## src/rtl/rca_pkg.sv

```systemverilog
// Shared definitions for the chunked ripple-carry sequencer.
//   CHUNK_W : width of the time-shared adder slice
//   state_e : sequencer FSM encoding (IDLE / RUN / DONE)
//   clog2   : constant-evaluable ceiling log2 used for counter sizing
package rca_pkg;

    localparam int CHUNK_W = 3;

    typedef enum logic [1:0] {
        ST_IDLE = 2'd0,
        ST_RUN  = 2'd1,
        ST_DONE = 2'd2
    } state_e;

    function automatic int clog2(input int value);
        int r;
        int v;
        r = 0;
        v = 1;
        while (v < value) begin
            v = v * 2;
            r = r + 1;
        end
        return r;
    endfunction

endpackage

```

## src/rtl/rca_pg_3b.sv

```systemverilog
// 3-bit ripple-carry adder slice with group propagate/generate outputs.
// Ports:
//   a, b : 3-bit operand chunks
//   ci   : carry into bit 0
//   s    : 3-bit chunk sum
//   p    : group propagate (all three bits propagate)
//   g    : group generate (chunk produces a carry regardless of ci)
// The internal ripple carry out of bit 2 is deliberately not exported;
// users rebuild it as g | (p & ci).
module rca_pg_3b
    import rca_pkg::*;
(
    input  logic [CHUNK_W-1:0] a,
    input  logic [CHUNK_W-1:0] b,
    input  logic               ci,
    output logic [CHUNK_W-1:0] s,
    output logic               p,
    output logic               g
);

    logic [CHUNK_W-1:0] bp;
    logic [CHUNK_W-1:0] bg;
    logic               c1;
    logic               c2;

    assign bp = a ^ b;
    assign bg = a & b;

    assign c1 = bg[0] | (bp[0] & ci);
    assign c2 = bg[1] | (bp[1] & c1);

    assign s = bp ^ {c2, c1, ci};
    assign p = &bp;
    assign g = bg[2] | (bp[2] & bg[1]) | (bp[2] & bp[1] & bg[0]);

endmodule

```

## src/rtl/rca_seq_ctrl.sv

```systemverilog
// Multi-cycle adder: adds two WIDTH-bit operands by running one 3-bit
// rca_pg_3b slice over the operands, one chunk per cycle, LSB first.
// The carry-in of the lowest APPROX_CHUNKS chunks can be forced to zero for
// approximate accumulation; the final carry out is always the true one.
// Ports:
//   clk, rst            : clock, asynchronous active-high reset
//   in_valid / in_ready : operand handshake (a, b, cin captured on transfer)
//   a, b, cin           : operands and carry into chunk 0
//   out_valid/out_ready : result handshake
//   sum, cout           : result, stable while out_valid is high
//   busy                : high while an operation is in RUN or DONE
// Handshake rule: a transfer happens on a rising edge where valid and ready
// are both high; the sender holds its data until then, and ready never
// depends combinationally on valid.
module rca_seq_ctrl
    import rca_pkg::*;
#(
    parameter int WIDTH         = 12,
    parameter int APPROX_CHUNKS = 0
) (
    input  logic             clk,
    input  logic             rst,
    input  logic             in_valid,
    output logic             in_ready,
    input  logic [WIDTH-1:0] a,
    input  logic [WIDTH-1:0] b,
    input  logic             cin,
    output logic             out_valid,
    input  logic             out_ready,
    output logic [WIDTH-1:0] sum,
    output logic             cout,
    output logic             busy
);

    localparam int NCHUNK = WIDTH / CHUNK_W;
    localparam int IDX_W  = (NCHUNK > 1) ? clog2(NCHUNK) : 1;
    localparam logic [IDX_W-1:0] LAST_IDX = IDX_W'(NCHUNK - 1);

    // FSM state is kept in state_q so checkers can bind to it directly.
    state_e             state_q;
    state_e             state_d;

    logic [WIDTH-1:0]   a_q;
    logic [WIDTH-1:0]   b_q;
    logic [WIDTH-1:0]   sum_q;
    logic               cout_q;
    logic               carry_q;
    logic [IDX_W-1:0]   idx_q;

    logic [CHUNK_W-1:0] chunk_a;
    logic [CHUNK_W-1:0] chunk_b;
    logic [CHUNK_W-1:0] slice_s;
    logic               slice_p;
    logic               slice_g;
    logic               chunk_c;
    logic               cut_next;
    logic               accept;
    logic               run_step;
    logic               last_chunk;

    // ------------------------------------------------------------------
    // FSM
    // ------------------------------------------------------------------
    always_ff @(posedge clk or posedge rst) begin
        if (rst) begin
            state_q <= ST_IDLE;
        end else begin
            state_q <= state_d;
        end
    end

    always_comb begin
        state_d   = state_q;
        in_ready  = 1'b0;
        out_valid = 1'b0;
        busy      = 1'b0;
        case (state_q)
            ST_IDLE: begin
                in_ready = 1'b1;
                if (in_valid) begin
                    state_d = ST_RUN;
                end
            end
            ST_RUN: begin
                busy = 1'b1;
                if (idx_q == LAST_IDX) begin
                    state_d = ST_DONE;
                end
            end
            ST_DONE: begin
                busy      = 1'b1;
                out_valid = 1'b1;
                if (out_ready) begin
                    state_d = ST_IDLE;
                end
            end
            default: begin
                state_d = ST_IDLE;
            end
        endcase
    end

    assign accept     = in_valid & in_ready;
    assign run_step   = (state_q == ST_RUN);
    assign last_chunk = (idx_q == LAST_IDX);

    // ------------------------------------------------------------------
    // Chunk select and slice
    // ------------------------------------------------------------------
    // cut_next tells whether the carry leaving this chunk must be dropped
    // because the next chunk still lies inside the approximate region.
    always_comb begin
        chunk_a  = '0;
        chunk_b  = '0;
        cut_next = 1'b0;
        for (int k = 0; k < NCHUNK; k++) begin
            if (idx_q == IDX_W'(k)) begin
                chunk_a  = a_q[k*CHUNK_W +: CHUNK_W];
                chunk_b  = b_q[k*CHUNK_W +: CHUNK_W];
                cut_next = (k + 1 < APPROX_CHUNKS);
            end
        end
    end

    rca_pg_3b u_slice (
        .a  (chunk_a),
        .b  (chunk_b),
        .ci (carry_q),
        .s  (slice_s),
        .p  (slice_p),
        .g  (slice_g)
    );

    // Same value as the slice's internal ripple carry out of bit 2.
    assign chunk_c = slice_g | (slice_p & carry_q);

    // ------------------------------------------------------------------
    // Operand, carry, counter and result registers
    // ------------------------------------------------------------------
    always_ff @(posedge clk or posedge rst) begin
        if (rst) begin
            a_q     <= '0;
            b_q     <= '0;
            sum_q   <= '0;
            cout_q  <= 1'b0;
            carry_q <= 1'b0;
            idx_q   <= '0;
        end else if (accept) begin
            a_q     <= a;
            b_q     <= b;
            carry_q <= (APPROX_CHUNKS > 0) ? 1'b0 : cin;
            idx_q   <= '0;
        end else if (run_step) begin
            for (int k = 0; k < NCHUNK; k++) begin
                if (idx_q == IDX_W'(k)) begin
                    sum_q[k*CHUNK_W +: CHUNK_W] <= slice_s;
                end
            end
            carry_q <= cut_next ? 1'b0 : chunk_c;
            if (last_chunk) begin
                // Top carry is never cut, even when every chunk is approximate.
                cout_q <= chunk_c;
                idx_q  <= '0;
            end else begin
                idx_q <= idx_q + 1'b1;
            end
        end
    end

    assign sum  = sum_q;
    assign cout = cout_q;

endmodule
```

## config.mk

```make
export PLATFORM = sky130hd
export DESIGN_NAME = rca_seq_ctrl
export DESIGN_NICKNAME = d
export VERILOG_FILES = /design/src/rtl/rca_pkg.sv /design/src/rtl/rca_pg_3b.sv /design/src/rtl/rca_seq_ctrl.sv
export SDC_FILE = /design/constraint.sdc
export NUM_CORES = 1
export LEC_CHECK = 0
export BUFFER_PORTS_ARGS = -buffer_cell sky130_fd_sc_hd__buf_2
export CORE_ASPECT_RATIO = 1.75
export CORE_MARGIN = 4
export CORE_UTILIZATION = 55
export CTS_BUF_LIST = sky130_fd_sc_hd__clkbuf_8
export DETAILED_ROUTE_END_ITERATION = 7
export GPL_ROUTABILITY_DRIVEN = 0
export PLACE_DENSITY_LB_ADDON = 0.05
export SLEW_MARGIN = 10
export SYNTH_ARGS = -nofsm -noshare
export SYNTH_HDL_FRONTEND = slang
export SYNTH_HIERARCHICAL = 1
export SYNTH_SLANG_ARGS = --single-unit
```

## constraint.sdc

```tcl
create_clock -name clk -period 3.91 [get_ports clk]
set_input_delay 1.173 -clock clk [delete_from_list [all_inputs] [get_ports clk]]
set_output_delay 1.173 -clock clk [all_outputs]
set_load 0.05 [all_outputs]
```

==> results.yml <==
setup_path:
  crit_start: "idx_q[1]"
  critPathLaunchType: "register"
  crit_path_max_fanout: 8
  rr_startpoint: "idx_q[1]"
  path_class: "reg -> reg"
  worst-endpoint-arrival_ns: 3.17
  cp-end-kind: "register"
  cp.required_ns: 4.10
sta:
  setup_viol: 0
  drv_slew: 0
  grt_setup_unrepaired: "no"
  fmax_ghz: 0.335
  tightest_slew_ns: 0.772
  fin_crit_ns: 2.98
  tns_ns: 0
  max-slew-margin-rel_pct: 48.5
  fin_crit_sh_pct: 76.2
  hold_viol_final: 0
  fin_worst_skew_ns: 0.00837
routing:
  wire_per_inst_um: 16.7
  routed_wl_mm: 4.13
  postRouteAntennaNets: 0
  dr.first_iter.drc_count: 53
  drc_errors: 0
  vias: 1367
  vias_per_cell: 5.51
  drt_pass1_iterations: 5
min_path:
  hold_class: "reg -> reg"
  hold_start: "cout"
synth:
  yosysTopAreaCell: "dfrtp_1"
  synth_cell_types: 23
  yosys-top-cells-area: "dfrtp_1 (52%), mux2_2 (21%), ha_1 (6.9%), a221oi_1 (2.6%), nand2_1 (2.4%)"
  yosys_register_bits: 42
  async_reset_ff_share_pct: 100
  yosysWarningCount: 6
  synthFlopType: "dfrtp_1"
  synth.yosys.seq_area_share_pct: 52.4
  synth_nets: 198
  synth_edf_count: 0
  synth_top_area_share_pct: 52.4
  syn_area_per_cell_um2: 12.9
  netlist_area_um2: 2010
  netlist_instances: 156
grt:
  grt_max_degree: 27
  grt_pass1_vias: 1468
  antenna_found_initial: 0
  grt_usage_pct: 20.2
  grt_pass1_wl_mm: 6.78
  gr-total-overflow: 0
flow_run:
  maxCapViolCount: 0
clock_tree:
  clock_sinks: 42
  clk_path_buf_depth: 2
  insertion_delay_ns: 0.30
  post_cts_buffers: 0
  cts_resized: 0
  path_clk_slew_ns: 0.08
  cts_tree: "built"
  cts-root-buf: "clkbuf_8"
  htreeDepth: 2
  holdBufCountCts: 0
  cts_buffers: 5
floorplan:
  die_area_um2: 4720
  ioPinCount: 45
  start_util_pct: 58.5
  core-area_um2: 3430
  die_height_um: 87.9
  rows: 28
  die_x_um: 53.7
place:
  dp_hpwl_mm: 3.26
  placed_cell_area_um2: 2260
  port-buffer-count: 44
cells_and_area:
  post-route-cell-area_um2: 2360
  final_net_count: 244
  syn_to_final_growth_pct: 17.5
  n_antenna_cell: 0
  drive_above_1_share_pct: 45.8
outcome:
  status: "finished clean"
[worst paths after layout]
path / to / slack, ns / cells after the start
hold reg to reg: cout / 0.50 / 2
setup reg to reg: sum[2] / 0.93 / 9
setup / recovery: sum[2] / 0.93 / 9
max in group asynchronous: state_q[1] / 2.14 / 3
min in group asynchronous: b_q[11] / 1.00 / 2
hold / removal: cout / 0.50 / 2
[layout make-up]
| type | instances | area, um^2 |
|---|---|---|
| fill | 276 | 1070 |
| tap | 45 | 56.3 |
| inverter | 9 | 33.8 |
| sequential | 42 | 1050 |
| multi-input combinational | 99 | 895 |
| clock inverter | 2 | 12.5 |
| timing repair buffer | 45 | 228 |
| clock buffer | 6 | 82.6 |
[cells in the mapped netlist, drive strengths merged (2+ instances only)]
cell type,count
a221oi,6
o31ai,6
fa,2
dfrtp,42
clkbuf,2
o21ai,2
nor2b,7
inv,9
a21oi,5
mux2,38
nand2,14
buf,4
ha,11
[placed cells by master, fill, tap and decap left out, types with 2 or more instances in the layout]
master	n
o21ai_0	2
dfrtp_1	42
nand2_1	13
a21oi_1	5
a221oi_1	6
buf_2	44
o31ai_1	6
clkbuf_8	6
nor2b_1	7
inv_1	8
fa_1	2
mux2_2	38
ha_1	11
[flip-flops by register name, indices dropped and copies added, names as in the netlist]
| register | cells |
|---|---|
| a_q | 12 |
| b_q | 12 |
| carry_q | 1 |
| cout | 1 |
| idx_q | 2 |
| state_q | 2 |
| sum | 12 |
[cells by family after synthesis]
logic type | after synthesis | synth area share, %
DFF | 42 | 52.4
muxes | 39 | 21.8
and+or+nand+nor | 25 | 6.05
AOI/OAI and AO/OA | 21 | 7.42
buffers and inverters | 15 | 3.05
adders and majority gates | 13 | 8.85
xor gates and xnor gates | 1 | 0.436
[per-layer routing]
layer,up-vias,GRT usage [%],share of wire (%)
met4,0,9.53,2.6
li1,640,-,-
met5,-,0,0
met3,11,5.11,4.6
met1,679,21.5,35
met2,37,35.5,58
[metrics by stage]
| step | std cells | utilization (%) | setup WS [ns] | hold WS (ns) |
|---|---|---|---|---|
| after floorplan | 156 | - | 1.31 | 0.479 |
| after global placement | 240 | 65.9 | 1.17 | 0.463 |
| after detailed placement | 240 | 65.9 | 0.956 | 0.479 |
| after CTS | 248 | 68.7 | 0.949 | 0.496 |
| after global routing | 248 | 68.7 | 0.730 | 0.520 |
| final | 248 | 68.7 | 0.929 | 0.496 |
[worst max-delay path, stage by stage (launching register included)]
cell and delay [ns]:
dfrtp_1 0.42, inv_1 0.10, ha_1 0.32, nor2b_1 0.17
a221oi_1 0.32, o31ai_1 0.18, fa_1 0.48, fa_1 0.39
xor2_1 0.21, mux2_2 0.28
Power is left out: the tool's default activity adds up to more than one toggle a clock period on the data nets, which glitch-free logic cannot reach.
